**src/rtl/dcache_bridge_pkg.sv**
```systemverilog
`default_nettype none
// ============================================================================
// Module      : dcache_bridge_pkg
// Description : Shared widths, FSM state encoding and address helper for the
//               data-cache bridge.
// Revision    : 1.0 - initial release
// ============================================================================
package dcache_bridge_pkg;

  localparam int ADDR_W = 32;
  localparam int DATA_W = 32;
  localparam int STRB_W = 4;

  // Clears the byte offset so memory always sees word addresses.
  localparam logic [ADDR_W-1:0] WORD_MASK = 32'hFFFF_FFFC;

  typedef enum logic [2:0] {
    IDLE    = 3'd0,
    RD_REQ  = 3'd1,
    RD_WAIT = 3'd2,
    WR_REQ  = 3'd3,
    RESP    = 3'd4
  } state_t;

  function automatic logic [ADDR_W-1:0] word_align(input logic [ADDR_W-1:0] a);
    return a & WORD_MASK;
  endfunction

endpackage
`default_nettype wire

```
**src/rtl/dcache_bridge_if.sv**
```systemverilog
`default_nettype none
// ============================================================================
// Module      : dcache_bridge_if
// Description : CPU request/response and memory read/write channels of the
//               data-cache bridge. The master modport is the CPU plus memory
//               environment; the slave modport is the bridge itself.
// Revision    : 1.0 - initial release
// ============================================================================
interface dcache_bridge_if;
  import dcache_bridge_pkg::*;

  // CPU side
  logic              valid;
  logic              op;
  logic [ADDR_W-1:0] addr;
  logic [STRB_W-1:0] write_type;
  logic [DATA_W-1:0] w_data_CPU;
  logic              addr_valid;
  logic              data_valid;
  logic [DATA_W-1:0] r_data_CPU;

  // Memory read channel
  logic              mem_rd_req;
  logic              mem_rd_rdy;
  logic [ADDR_W-1:0] mem_rd_addr;
  logic              mem_ret_valid;
  logic [DATA_W-1:0] mem_ret_data;

  // Memory write channel
  logic              mem_wr_req;
  logic              mem_wr_rdy;
  logic [ADDR_W-1:0] mem_wr_addr;
  logic [STRB_W-1:0] mem_wr_strb;
  logic [DATA_W-1:0] mem_wr_data;

  modport master (
    output valid, op, addr, write_type, w_data_CPU,
    input  addr_valid, data_valid, r_data_CPU,
    output mem_rd_rdy, mem_ret_valid, mem_ret_data, mem_wr_rdy,
    input  mem_rd_req, mem_rd_addr, mem_wr_req, mem_wr_addr, mem_wr_strb, mem_wr_data
  );

  modport slave (
    input  valid, op, addr, write_type, w_data_CPU,
    output addr_valid, data_valid, r_data_CPU,
    input  mem_rd_rdy, mem_ret_valid, mem_ret_data, mem_wr_rdy,
    output mem_rd_req, mem_rd_addr, mem_wr_req, mem_wr_addr, mem_wr_strb, mem_wr_data
  );

endinterface
`default_nettype wire

```
**src/rtl/dcache_bridge_wbuf.sv**
```systemverilog
`default_nettype none
// ============================================================================
// Module      : dcache_bridge_wbuf
// Description : One-entry posted write buffer. Holds a store until the memory
//               write handshake completes; can drain and refill in one cycle.
//               Used only when DCACHE_BRIDGE_WBUF_EN is defined.
// Revision    : 1.0 - initial release
// ============================================================================
module dcache_bridge_wbuf
  import dcache_bridge_pkg::*;
(
  input  wire logic              clk,
  input  wire logic              rst,
  input  wire logic              push,
  input  wire logic [ADDR_W-1:0] push_addr,
  input  wire logic [STRB_W-1:0] push_strb,
  input  wire logic [DATA_W-1:0] push_data,
  input  wire logic              wr_rdy,
  output logic                   wr_req,
  output logic [ADDR_W-1:0]      wr_addr,
  output logic [STRB_W-1:0]      wr_strb,
  output logic [DATA_W-1:0]      wr_data,
  output logic                   can_push,
  output logic                   empty
);

  logic full;
  logic pop;

  assign pop      = full && wr_rdy;
  assign can_push = !full || wr_rdy;
  assign empty    = !full;
  assign wr_req   = full;

  // Occupancy: a push wins over a simultaneous pop so drain+refill stays full.
  always_ff @(posedge clk or posedge rst) begin
    if (rst) begin
      full <= 1'b0;
    end else if (push) begin
      full <= 1'b1;
    end else if (pop) begin
      full <= 1'b0;
    end
  end

  // Entry payload, loaded on push and held stable while the request is up.
  always_ff @(posedge clk or posedge rst) begin
    if (rst) begin
      wr_addr <= '0;
      wr_strb <= '0;
      wr_data <= '0;
    end else if (push) begin
      wr_addr <= word_align(push_addr);
      wr_strb <= push_strb;
      wr_data <= push_data;
    end
  end

endmodule
`default_nettype wire

```
**src/rtl/dcache_bridge.sv**
```systemverilog
`default_nettype none
// ============================================================================
// Module      : dcache_bridge
// Description : Bridges single CPU load/store requests onto a split memory
//               read/write handshake bus. One request in flight at a time.
//               Optional macro DCACHE_BRIDGE_WBUF_EN adds a one-entry posted
//               write buffer (sub-module dcache_bridge_wbuf).
// Revision    : 1.0 - initial release
// ============================================================================
module dcache_bridge
  import dcache_bridge_pkg::*;
(
  input  wire logic     clk,
  input  wire logic     rst,
  dcache_bridge_if.slave bus
);

  state_t            state;
  state_t            state_nxt;
  logic              accept;
  logic              addr_ok;
  logic              store_mem;
  logic [ADDR_W-1:0] req_addr;
  logic [DATA_W-1:0] rd_data;

  // A store that actually touches memory (all-zero byte enables do not).
  assign store_mem = bus.op && (bus.write_type != '0);
  assign accept    = bus.valid && addr_ok;

`ifdef DCACHE_BRIDGE_WBUF_EN
  logic wb_can_push;
  logic wb_empty;

  dcache_bridge_wbuf u_wbuf (
    .clk       (clk),
    .rst       (rst),
    .push      (accept && store_mem),
    .push_addr (bus.addr),
    .push_strb (bus.write_type),
    .push_data (bus.w_data_CPU),
    .wr_rdy    (bus.mem_wr_rdy),
    .wr_req    (bus.mem_wr_req),
    .wr_addr   (bus.mem_wr_addr),
    .wr_strb   (bus.mem_wr_strb),
    .wr_data   (bus.mem_wr_data),
    .can_push  (wb_can_push),
    .empty     (wb_empty)
  );

  // Accept only in IDLE; stores need buffer room, loads need it drained.
  always_comb begin
    addr_ok = 1'b0;
    if (state == IDLE) begin
      addr_ok = bus.op ? wb_can_push : wb_empty;
    end
  end
`else
  logic [STRB_W-1:0] req_strb;
  logic [DATA_W-1:0] req_data;

  // Store payload held for the duration of WR_REQ.
  always_ff @(posedge clk or posedge rst) begin
    if (rst) begin
      req_strb <= '0;
      req_data <= '0;
    end else if (accept) begin
      req_strb <= bus.write_type;
      req_data <= bus.w_data_CPU;
    end
  end

  // Without a buffer the bridge accepts whenever it is idle.
  always_comb begin
    addr_ok = (state == IDLE);
  end

  assign bus.mem_wr_req  = (state == WR_REQ);
  assign bus.mem_wr_addr = req_addr;
  assign bus.mem_wr_strb = req_strb;
  assign bus.mem_wr_data = req_data;
`endif

  // State register.
  always_ff @(posedge clk or posedge rst) begin
    if (rst) begin
      state <= IDLE;
    end else begin
      state <= state_nxt;
    end
  end

  // Next-state decode; inputs that do not matter in a state are ignored.
  always_comb begin
    state_nxt = state;
    case (state)
      IDLE: begin
        if (accept) begin
          if (!bus.op) begin
            state_nxt = RD_REQ;
          end else if (!store_mem) begin
            state_nxt = RESP;
          end else begin
`ifdef DCACHE_BRIDGE_WBUF_EN
            state_nxt = RESP;
`else
            state_nxt = WR_REQ;
`endif
          end
        end
      end
      RD_REQ:  if (bus.mem_rd_rdy)    state_nxt = RD_WAIT;
      RD_WAIT: if (bus.mem_ret_valid) state_nxt = RESP;
      WR_REQ:  if (bus.mem_wr_rdy)    state_nxt = RESP;
      RESP:    state_nxt = IDLE;
      default: state_nxt = IDLE;
    endcase
  end

  // Word-aligned request address, frozen from accept until the next accept.
  always_ff @(posedge clk or posedge rst) begin
    if (rst) begin
      req_addr <= '0;
    end else if (accept) begin
      req_addr <= word_align(bus.addr);
    end
  end

  // Read return capture; holds the last word between responses.
  always_ff @(posedge clk or posedge rst) begin
    if (rst) begin
      rd_data <= '0;
    end else if ((state == RD_WAIT) && bus.mem_ret_valid) begin
      rd_data <= bus.mem_ret_data;
    end
  end

  assign bus.addr_valid  = addr_ok;
  assign bus.data_valid  = (state == RESP);
  assign bus.r_data_CPU  = rd_data;
  assign bus.mem_rd_req  = (state == RD_REQ);
  assign bus.mem_rd_addr = req_addr;

endmodule
`default_nettype wire

```
**src/flat_wrapper.sv**
```systemverilog
// flat-port wrapper written by rule: the top's interface ports become plain ports
module dcache_bridge_flat import dcache_bridge_pkg::*;
  (clk, rst, bus_valid, bus_op, bus_addr, bus_write_type, bus_w_data_CPU, bus_addr_valid, bus_data_valid, bus_r_data_CPU, bus_mem_rd_rdy, bus_mem_ret_valid, bus_mem_ret_data, bus_mem_wr_rdy, bus_mem_rd_req, bus_mem_rd_addr, bus_mem_wr_req, bus_mem_wr_addr, bus_mem_wr_strb, bus_mem_wr_data);
  dcache_bridge_if bus_i ();
  input  wire logic clk;
  input  wire logic rst;
  input wire logic [$bits(bus_i.valid)-1:0] bus_valid;
  input wire logic [$bits(bus_i.op)-1:0] bus_op;
  input wire logic [$bits(bus_i.addr)-1:0] bus_addr;
  input wire logic [$bits(bus_i.write_type)-1:0] bus_write_type;
  input wire logic [$bits(bus_i.w_data_CPU)-1:0] bus_w_data_CPU;
  output wire logic [$bits(bus_i.addr_valid)-1:0] bus_addr_valid;
  output wire logic [$bits(bus_i.data_valid)-1:0] bus_data_valid;
  output wire logic [$bits(bus_i.r_data_CPU)-1:0] bus_r_data_CPU;
  input wire logic [$bits(bus_i.mem_rd_rdy)-1:0] bus_mem_rd_rdy;
  input wire logic [$bits(bus_i.mem_ret_valid)-1:0] bus_mem_ret_valid;
  input wire logic [$bits(bus_i.mem_ret_data)-1:0] bus_mem_ret_data;
  input wire logic [$bits(bus_i.mem_wr_rdy)-1:0] bus_mem_wr_rdy;
  output wire logic [$bits(bus_i.mem_rd_req)-1:0] bus_mem_rd_req;
  output wire logic [$bits(bus_i.mem_rd_addr)-1:0] bus_mem_rd_addr;
  output wire logic [$bits(bus_i.mem_wr_req)-1:0] bus_mem_wr_req;
  output wire logic [$bits(bus_i.mem_wr_addr)-1:0] bus_mem_wr_addr;
  output wire logic [$bits(bus_i.mem_wr_strb)-1:0] bus_mem_wr_strb;
  output wire logic [$bits(bus_i.mem_wr_data)-1:0] bus_mem_wr_data;
  assign bus_i.valid = bus_valid;
  assign bus_i.op = bus_op;
  assign bus_i.addr = bus_addr;
  assign bus_i.write_type = bus_write_type;
  assign bus_i.w_data_CPU = bus_w_data_CPU;
  assign bus_addr_valid = bus_i.addr_valid;
  assign bus_data_valid = bus_i.data_valid;
  assign bus_r_data_CPU = bus_i.r_data_CPU;
  assign bus_i.mem_rd_rdy = bus_mem_rd_rdy;
  assign bus_i.mem_ret_valid = bus_mem_ret_valid;
  assign bus_i.mem_ret_data = bus_mem_ret_data;
  assign bus_i.mem_wr_rdy = bus_mem_wr_rdy;
  assign bus_mem_rd_req = bus_i.mem_rd_req;
  assign bus_mem_rd_addr = bus_i.mem_rd_addr;
  assign bus_mem_wr_req = bus_i.mem_wr_req;
  assign bus_mem_wr_addr = bus_i.mem_wr_addr;
  assign bus_mem_wr_strb = bus_i.mem_wr_strb;
  assign bus_mem_wr_data = bus_i.mem_wr_data;
  dcache_bridge u_core (.clk(clk), .rst(rst), .bus(bus_i));
endmodule
```
**config.mk**
```make
export PLATFORM = sky130hd
export DESIGN_NAME = dcache_bridge_flat
export DESIGN_NICKNAME = d
export VERILOG_FILES = /design/src/rtl/dcache_bridge_pkg.sv /design/src/rtl/dcache_bridge_if.sv /design/src/rtl/dcache_bridge_wbuf.sv /design/src/rtl/dcache_bridge.sv /design/src/flat_wrapper.sv
export SDC_FILE = /design/constraint.sdc
export NUM_CORES = 1
export LEC_CHECK = 0
export BUFFER_PORTS_ARGS = -buffer_cell sky130_fd_sc_hd__clkbuf_2
export CORE_MARGIN = 4
export CORE_UTILIZATION = 44
export CTS_CLUSTER_SIZE = 20
export DETAILED_ROUTE_END_ITERATION = 8
export PLACE_DENSITY = 0.79
export SLEW_MARGIN = 15
export SYNTH_ARGS = -nofsm -noshare
export SYNTH_HDL_FRONTEND = slang
export SYNTH_HIERARCHICAL = 1
export SYNTH_SLANG_ARGS = --single-unit
```
**constraint.sdc**
```tcl
create_clock -name clk -period 4.2 [get_ports clk]
set_input_delay 0.42 -clock clk [delete_from_list [all_inputs] [get_ports clk]]
set_output_delay 0.42 -clock clk [all_outputs]
set_load 0.05 [all_outputs]
```
==> flow_summary.yaml, run 1 <==
clocking:
  post_cts_buffers: 0
  clockRootBuffer: "clkbuf_8"
  clk_path_buf_depth: 2
  htree_levels: 3
  clk_pin_slew_ps: 90
  holdBufCountCts: 0
  cts.repair.resized: 0
  cts_buffers: 9
  cts_tree: "built"
  cts.sinks: 101
  clock_latency_ps: 360
floorplan:
  ios: 243
  die_w_um: 107.8
  die_height_um: 107.8
  design.die.area_mm2: 0.01161
  rows: 36
  core_area_mm2: 0.009729
  start_util_pct: 45.00
setup_path:
  r2r_slack_ps: 1970
  reg2regPathDepth: 3
  startpoint_type: "flop"
  slowest_stage: "and2_4"
  cp_cell_sequence: "nor3_4 > and2_4 > mux2_2"
  required_ps: 4440
  critPathArrivalTime_ps: 2470
  cp_slowest_stage_delay_ps: 860
  path_max_fanout: 66
  cp-end-kind: "flop"
  path_class: "flop to flop"
global_routing:
  grt_pass1_wl_um: 14250
  gr-total-overflow: 0
  grt_pass1_vias: 2895
  grt_max_degree: 68
  grt_busiest_layer: "met2"
  grt_antenna_before_repair: 0
  use_met2_pct: 26.24
  met3_usage_pct: 4.019
  track_usage_pct: 15.76
  globalRouteMet1Util_pct: 19.48
logic_synthesis:
  yosysTopAreaCell: "dfrtp_1"
  synthCells: 267
  netlist_area_mm2: 0.004378
  synth-seq-cells: 101
  ys_seq_area_share_pct: 57.73
  ys_warn_count: 6
  synthTopCellsByArea: "dfrtp_1, mux2_2, mux2_4"
  avgSynthCellArea_um2: 16.40
  synth_top_area_share_pct: 57.73
  synth.distinct_cells: 26
routing:
  drt_wl_total_um: 9460
  viasPerCell: 4.574
  routedWlPerCell_um: 15.46
  via_count: 2799
  antenna_left: 0
  drt_iter0_drc: 52
  drc: 0
  dr.pass1.iters: 4
sta:
  slew_viol_final: 0
  max_slew.worst_pin.slew_ps: 1068
  clock_skew_ps: 11.46
  fmaxAchievable_mhz: 448.0
  finalSetupTns_ps: 0
  hold_viol_final: 0
  grt_setup_unrepaired: "false"
  slew_headroom_pct: 28.78
  setup_ws_ps: 1968
  setup_viol: 0
  fin_crit_sh_pct: 53.15
  period_needed_ps: 2232
place:
  dp_hpwl_um: 7284
  dpl_worst_slack_ps: 1952
  io_buffers: 236
  dp.cells: 596
  gp_congestion: 0.7341
finish:
  finalNonFillerCells: 612
  multiInputGateArea_mm2: 0.001443
  area_growth_pct: 26.24
  final_common_cell: "clkbuf_2"
  diodes: 0
  seq_area_mm2: 0.002527
  nNetsFinal: 581
  fill_cells: 830
  drive_gt1_share_pct: 74.53
  final_cell_mix: "clkbuf_2, dfrtp_1, mux2_2"
  final_util_pct: 56.80
job:
  cap_violations: 0
hold_path:
  min_path_type: "primary input to async pin"
run_status:
  status: "completed"
-- registers in the layout, summed over array words and instances, names as in the netlist --
register / flops
u_core/state: 3
u_core/bus.mem_wr_data: 32
u_core/bus.r_data_CPU: 32
u_core/bus.mem_rd_addr: 30
u_core/bus.mem_wr_strb: 4
-- stage by stage --
stage	hold slack, ps	area [µm²]
floorplan	568.1	4389
global placement	488.6	5339
detailed placement	492.3	5339
CTS	219.5	5527
global route	259.8	5527
finish	200.9	5527
-- area by class of cell --
| class | count | share of cell area (%) |
|---|---|---|
| clock buffer | 12 | 2.807 |
| clock inverter | 4 | 0.5886 |
| inverter | 1 | 0.1132 |
| multi-input combinational | 123 | 26.10 |
| sequential | 101 | 45.73 |
| tap | 133 | 3.011 |
| timing repair buffer | 238 | 21.64 |
-- critical path, delay by kind of cell (launching register included) --
kind	cells	cell delay, ps
flops	1	500
mux	1	420
simple gates	2	1140
-- metal layers --
metal  vias up  routed length, µm  part of all wire, %
li1       1298                  -                    -
met1      1347               3804                   40
met2       142               4670                   49
met3        12                825                  8.7
met4         0                159                  1.7
met5         -                  0                    0
-- cell families after synthesis --
logic type	count (synthesis)	synth area share [%]
mux	100	29.12
buf+inv	46	9.574
other cells	1	0.08566
flops	101	57.73
simple gates	14	2.658
compound gates	5	0.8289
-- synthesized netlist by cell type, drive strengths merged --
| cell type | count |
|---|---|
| o41ai | 1 |
| nor3b | 2 |
| a31oi | 1 |
| a21boi | 1 |
| a32oi | 1 |
| nor3 | 1 |
| nand3 | 1 |
| nor4 | 1 |
| nand2b | 1 |
| nor2b | 2 |
| a21oi | 1 |
| mux2i | 1 |
| dfrtp | 101 |
| or4 | 1 |
| and2 | 3 |
| buf | 45 |
| nor2 | 1 |
| mux2 | 99 |
| nand2 | 1 |
| conb | 1 |
| inv | 1 |
-- worst paths after layout --
check / start / endpoint
min in group clk: bus_mem_ret_data[5] / u_core/bus.r_data_CPU[5]$_DFFE_PP0P_
max in group asynchronous: rst / u_core/bus.mem_wr_data[10]$_DFFE_PP0P_
min: rst / u_core/bus.mem_rd_addr[10]$_DFFE_PP0P_
max reg2reg: u_core/state[0]$_DFFE_PP0P_ / u_core/bus.mem_rd_addr[23]$_DFFE_PP0P_
min reg2reg: u_core/bus.r_data_CPU[31]$_DFFE_PP0P_ / u_core/bus.r_data_CPU[31]$_DFFE_PP0P_
max: u_core/state[0]$_DFFE_PP0P_ / u_core/bus.mem_rd_addr[23]$_DFFE_PP0P_
Power of run 1 is not shown: default switching activity piles up to over one toggle a cycle in this logic, so the estimate is an artifact.
==> run 2: changes to the inputs <==
--- a/config.mk
+++ b/config.mk
@@ -5,12 +5,13 @@
 export SDC_FILE = /design/constraint.sdc
 export NUM_CORES = 1
 export LEC_CHECK = 0
+export ABC_AREA = 1
 export BUFFER_PORTS_ARGS = -buffer_cell sky130_fd_sc_hd__clkbuf_2
 export CORE_MARGIN = 4
 export CORE_UTILIZATION = 44
 export CTS_CLUSTER_SIZE = 20
 export DETAILED_ROUTE_END_ITERATION = 8
-export PLACE_DENSITY = 0.79
+export PLACE_DENSITY = 0.8
 export SLEW_MARGIN = 15
 export SYNTH_ARGS = -nofsm -noshare
 export SYNTH_HDL_FRONTEND = slang
==> constraint.sdc (replaced) <==
create_clock -name clk -period 2.1 [get_ports clk]
set_input_delay 0.21 -clock clk [delete_from_list [all_inputs] [get_ports clk]]
set_output_delay 0.21 -clock clk [all_outputs]
set_load 0.05 [all_outputs]
==> run 2 against run 1 <==
  * Via count is 38% higher
  * Count of clock-buffer cells in the layout down 3
  * Die area shrank 0.90%
  * Critical path type is now flop to primary output
  * Critical path depth grew 2
  * Clock skew fell by 0.66 ps
  * Largest cell class unchanged
  * First-iteration DRC count rose to 5.2 times the previous value
==> flow_summary.yaml, run 2 <==
floorplan:
  die_w_um: 107.3
  rows: 35
  ios: 243
  core_area_mm2: 0.009415
  start_util_pct: 46.05
  die_height_um: 107.3
  design.die.area_mm2: 0.01151
logic_synthesis:
  synth-seq-cells: 101
  synth_common_cells: "nand2_1, dfrtp_1, nand3_1"
  ys.flop_type: "dfrtp_1"
  ys_warn_count: 6
  synth_most_common_cell: "nand2_1"
  synth_top_area_share_pct: 58.30
  synthTopCellsByArea: "dfrtp_1, nand2_1, nand3_1"
  ys_seq_area_share_pct: 58.30
  yosysTopAreaCell: "dfrtp_1"
  avgSynthCellArea_um2: 8.602
  netlist_area_mm2: 0.004335
  synthArstFlopShare_pct: 100.0
  synth.distinct_cells: 18
  synthCells: 504
  synth-edff-count: 0
setup_path:
  cp-end-kind: "primary output"
  path_class: "flop to primary output"
  r2r-end: "u_core/bus.mem_rd_addr[23]$_DFFE_PP0P_"
  cp_slowest_stage_delay_ps: 480
  cp_cell_sequence: "inv_1 > nor2_1 > nand2_1 > inv_1 > clkbuf_2"
  critPathArrivalTime_ps: 1540
  slowest_stage: "dfrtp_1"
  crit_top_cell: "inv_1"
  r2r_slack_ps: 550
  required_ps: 1890
  reg2regPathDepth: 5
  cp-endpoint: "bus_mem_rd_req"
  startpoint_type: "flop"
  regToRegStartpoint: "u_core/state[0]$_DFFE_PP0P_"
  critPathLaunch: "u_core/state[0]$_DFFE_PP0P_"
  path_max_fanout: 6
place:
  gp_congestion: 0.8399
  io_buffers: 236
  dpl_worst_slack_ps: 536.0
  dp_hpwl_um: 8506
routing:
  via_count: 3865
  drt_wl_total_um: 11220
  viasPerCell: 4.618
  drt_iter0_drc: 271
  drc: 0
  dr.pass1.iters: 4
  antenna_left: 0
  routedWlPerCell_um: 13.40
sta:
  setup_ws_ps: 352.1
  finalSetupTns_ps: 0
  grt_setup_unrepaired: "false"
  fin_crit_sh_pct: 83.23
  max_slew.worst_pin.slew_ps: 686.2
  slew_headroom_pct: 54.15
  slew_viol_final: 0
  period_needed_ps: 1748
  fmaxAchievable_mhz: 572.1
  clock_skew_ps: 10.81
  setup_viol: 0
  hold_viol_final: 0
global_routing:
  grt_pass1_vias: 3634
  grt_pass1_wl_um: 17950
  grt_max_degree: 67
  gr-total-overflow: 0
  grt_antenna_before_repair: 0
  track_usage_pct: 19.42
clocking:
  cts_tree: "built"
  post_cts_buffers: 0
  htree_levels: 3
  clk_pin_slew_ps: 100
  clockRootBuffer: "clkbuf_8"
  clock_latency_ps: 360
  cts_buffers: 9
  cts.sinks: 101
  clk_path_buf_depth: 2
finish:
  nNetsFinal: 810
  diodes: 0
  area_growth_pct: 29.99
  final_cell_mix: "clkbuf_2, nand2_1, dfrtp_1"
  final_common_cell: "clkbuf_2"
  drive_gt1_share_pct: 37.71
  fill_cells: 804
  multiInputGateArea_mm2: 0.001294
  seq_area_mm2: 0.002527
job:
  cap_violations: 0
hold_path:
  min_path_type: "primary input to flop"
run_status:
  status: "completed"
[run 2: cell types whose count changed after synthesis, sizes merged, moves of 2 or more]
| cell | previous run | this run |
|---|---|---|
| nand2 | 1 | 178 |
| mux2 | 99 | 0 |
| nand3 | 1 | 71 |
| inv | 1 | 43 |
| o21ai | 0 | 33 |
| clkbuf | 0 | 19 |
| nor2 | 1 | 11 |
| and2 | 3 | 0 |
| buf | 45 | 42 |
| nor2b | 2 | 0 |
| nor3 | 1 | 3 |
| nor3b | 2 | 0 |
[run 2: layout make-up]
| class | instances | share of cell area (%) |
|---|---|---|
| clock inverters | 7 | 1.421 |
| inverters | 43 | 2.931 |
| well taps | 129 | 2.864 |
| flip-flops and latches | 101 | 44.85 |
| multi-input cells | 302 | 22.96 |
| repair buffers | 246 | 22.78 |
| clock buffers | 9 | 2.198 |
[run 2: how the worst min path moves through the flow]
stage                         start                                     end  slack, ps  cells past startpoint
6_report       bus_mem_ret_data[16]   u_core/bus.r_data_CPU[16]$_DFFE_PP0P_         60                      3
5_1_grt          bus_w_data_CPU[13]  u_core/bus.mem_wr_data[13]$_DFFE_PP0P_         50                      3
4_1_cts        bus_mem_ret_data[29]   u_core/bus.r_data_CPU[29]$_DFFE_PP0P_         40                      3
3_5_place_dp                    rst   u_core/bus.r_data_CPU[28]$_DFFE_PP0P_        330                      2
3_3_place_gp                    rst   u_core/bus.r_data_CPU[28]$_DFFE_PP0P_        320                      2
2_1_floorplan  bus_mem_ret_data[22]   u_core/bus.r_data_CPU[22]$_DFFE_PP0P_        340                      2
[run 2: routing by layer]
layer / vias up / track usage (%) / routed length (µm)
met5: - / 0 / 0
met4: 0 / 5.479 / 199
met3: 18 / 5.459 / 997
met2: 170 / 33.24 / 5673
met1: 1749 / 24.02 / 4345
li1: 1928 / - / -
[run 2: per-stage QoR]
step                hold WS (ps)  cell area (µm²)  instances  utilization [%]
detailed placement         330.8             5421        820            57.58
CTS                        41.42             5635        837            59.85
floorplan                  342.8             4350        507                -
global placement           315.7             5421        820            57.58
global route               48.98             5635        837            59.85
finish                     58.68             5635        837            59.85
[run 2: kinds of logic (layout without fill, tap and decap cells)]
kind of cell	Yosys count	in the layout	synth area share, %
other	1	4	0.08650
flip-flops	101	101	58.30
buffers and inverters	104	305	12.18
AO/OA/AOI/OAI	34	34	3.925
AND/OR/NAND/NOR	264	264	25.51
[run 2: timing repair]
action | 4_1_cts | 5_1_grt
hold buffers | 1 | 0
endpoints found under the hold margin | 28 | 0
gates resized for setup | 0 | 0
[run 2: critical path, delay by kind of cell, from the launching register on]
| kind | cells | cell delay, ps |
|---|---|---|
| buf+inv | 3 | 460 |
| flops | 1 | 480 |
| simple gates | 2 | 230 |
Power of run 2 is left out for the same reason.
==> run 3: changes to the inputs <==
--- a/config.mk
+++ b/config.mk
@@ -8,10 +8,10 @@
 export ABC_AREA = 1
 export BUFFER_PORTS_ARGS = -buffer_cell sky130_fd_sc_hd__clkbuf_2
 export CORE_MARGIN = 4
-export CORE_UTILIZATION = 44
+export CORE_UTILIZATION = 40
 export CTS_CLUSTER_SIZE = 20
 export DETAILED_ROUTE_END_ITERATION = 8
-export PLACE_DENSITY = 0.8
+export PLACE_DENSITY = 0.76
 export SLEW_MARGIN = 15
 export SYNTH_ARGS = -nofsm -noshare
 export SYNTH_HDL_FRONTEND = slang
==> constraint.sdc (replaced) <==
create_clock -name clk -period 1.6 [get_ports clk]
set_input_delay 0.16 -clock clk [delete_from_list [all_inputs] [get_ports clk]]
set_output_delay 0.16 -clock clk [all_outputs]
set_load 0.05 [all_outputs]
==> run 3 against run 2 <==
  * The flow now finishes with violations (setup timing)
  * Setup slack got worse by 350 ps
  * Routed wire length is 7.4% higher
  * Die area grew 9.2%
  * Largest cell class unchanged
==> flow_summary.yaml, run 3 (synthesis gave the netlist of run 2 again) <==
finish:
  fill_cells: 907
  finalNonFillerCells: 859
  final_common_cell: "clkbuf_2"
  diodes: 0
  final_area_mm2: 0.005888
  final_cell_mix: "clkbuf_2, nand2_1, dfrtp_1"
  drive_gt1_share_pct: 38.17
  nNetsFinal: 825
  area_growth_pct: 35.82
floorplan:
  start_util_pct: 41.44
  ios: 243
  die_height_um: 112.1
  design.die.area_mm2: 0.01257
  die_w_um: 112.1
  rows: 37
  core_area_mm2: 0.01046
place:
  dpl_worst_slack_ps: 219.1
  dp.cells: 827
  dp_hpwl_um: 8542
  io_buffers: 236
  placed_area_mm2: 0.005463
  gp_congestion: 0.9140
sta:
  clock_skew_ps: 8.966
  fmaxAchievable_mhz: 624.8
  period_needed_ps: 1601
  finalSetupTns_ps: -0.6037
  max_slew.worst_pin.slew_ps: 524.6
  slew_viol_final: 0
  setup_viol: 1
  fin_crit_sh_pct: 100.0
  setup_ws_ps: -0.6037
  grt_setup_unrepaired: "true"
  slew_headroom_pct: 65.02
  hold_viol_final: 0
routing:
  viasPerCell: 4.664
  antenna_left: 0
  via_count: 4006
  drc: 0
  dr.pass1.iters: 4
  drt_iter0_drc: 194
  drt_wl_total_um: 12050
  routedWlPerCell_um: 14.02
global_routing:
  track_usage_pct: 18.74
  grt_pass1_wl_um: 19400
  grt_max_degree: 102
  grt_pass1_vias: 3988
  grt_antenna_before_repair: 0
  gr-total-overflow: 0
clocking:
  clk_pin_slew_ps: 100
  cts_tree: "built"
  cts_buffers: 9
  htree_levels: 3
  clockRootBuffer: "clkbuf_8"
  clk_path_buf_depth: 2
  clock_latency_ps: 350
  cts.sinks: 101
setup_path:
  startpoint_type: "flop"
  cp_slowest_stage_delay_ps: 470
  required_ps: 1440
  critPathArrivalTime_ps: 1440
  r2r-end: "u_core/bus.mem_wr_data[5]$_DFFE_PP0P_"
  cp-end-kind: "primary output"
  crit_top_cell: "buf_4"
  r2r_slack_ps: 190
  cp_cell_sequence: "buf_4 > nor3_2 > buf_4"
  path_max_fanout: 5
  path_class: "flop to primary output"
  regToRegStartpoint: "u_core/state[2]$_DFFE_PP0P_"
  slowest_stage: "dfrtp_2"
  reg2regPathDepth: 5
hold_path:
  min_from: "bus_w_data_CPU[10]"
  min_path_type: "primary input to flop"
  min_path_cells: 3
  whs_endpoint: "u_core/bus.mem_wr_data[10]$_DFFE_PP0P_"
run_status:
  status: "finished with violations"
  violations: "setup timing"
job:
  cap_violations: 0
run 3: cell count changes in the layout (fill, tap and decap cells not counted), moves of 3 or more:
cell and delta:
dfrtp_1 -3, dfrtp_2 +3, clkbuf_2 -3, dlygate4sd3_1 +12
run 3: per-layer routing:
layer	part of all wire [%]	vias to the layer above	GRT usage, %
met5	0	-	0
met4	1.4	0	5.609
met3	9.8	16	6.146
met2	48	191	32.62
met1	40	1846	22.08
li1	-	1953	-
run 3: what timing repair did:
| item | 4_1_cts | 5_1_grt |
|---|---|---|
| endpoints found under the setup margin | 4 | 2 |
| pin swaps | 0 | 1 |
| hold buffers | 13 | 0 |
| hold endpoints to repair | 113 | 0 |
| setup buffers | 0 | 3 |
| gates resized for setup | 9 | 4 |
run 3: critical path: cells and delay by family, from the launching register on:
| family | cells | cell delay (ps) |
|---|---|---|
| buffers and inverters | 2 | 400 |
| flip-flops | 1 | 470 |
| AND/OR/NAND/NOR | 1 | 230 |
run 3: metrics by stage:
stage	util (%)	hold slack [ps]
2_1_floorplan	-	292.8
6_report	56.28	25.54
5_1_grt	56.28	0.5786
3_3_place_gp	52.21	338.5
3_5_place_dp	52.21	356.7
4_1_cts	56.00	0.02209
run 3: how the worst max path moves through the flow:
stage,from,end,slack (ps),depth (start not counted)
6_report,u_core/state[0]$_DFFE_PP0P_,bus_data_valid,-0.6,3
5_1_grt,u_core/state[0]$_DFFE_PP0P_,bus_data_valid,-20,3
4_1_cts,u_core/state[0]$_DFFE_PP0P_,bus_addr_valid,-30,3
3_5_place_dp,u_core/state[0]$_DFFE_PP0P_,bus_addr_valid,220,3
3_3_place_gp,u_core/state[0]$_DFFE_PP0P_,bus_addr_valid,240,3
2_1_floorplan,u_core/state[1]$_DFFE_PP0P_,u_core/state[0]$_DFFE_PP0P_,160,7
run 3: area by class of cell:
class / count / area (µm²) / share of cell area, %
Multi-Input combinational cell: 302 / 1304 / 22.14
Clock buffer: 11 / 151.4 / 2.571
Clock inverter: 5 / 82.58 / 1.402
Timing Repair Buffer: 261 / 1484 / 25.20
Tap cell: 136 / 170.2 / 2.890
Inverter: 43 / 165.2 / 2.805
Sequential cell: 101 / 2531 / 42.99
Power of run 3 is left out for the same reason.
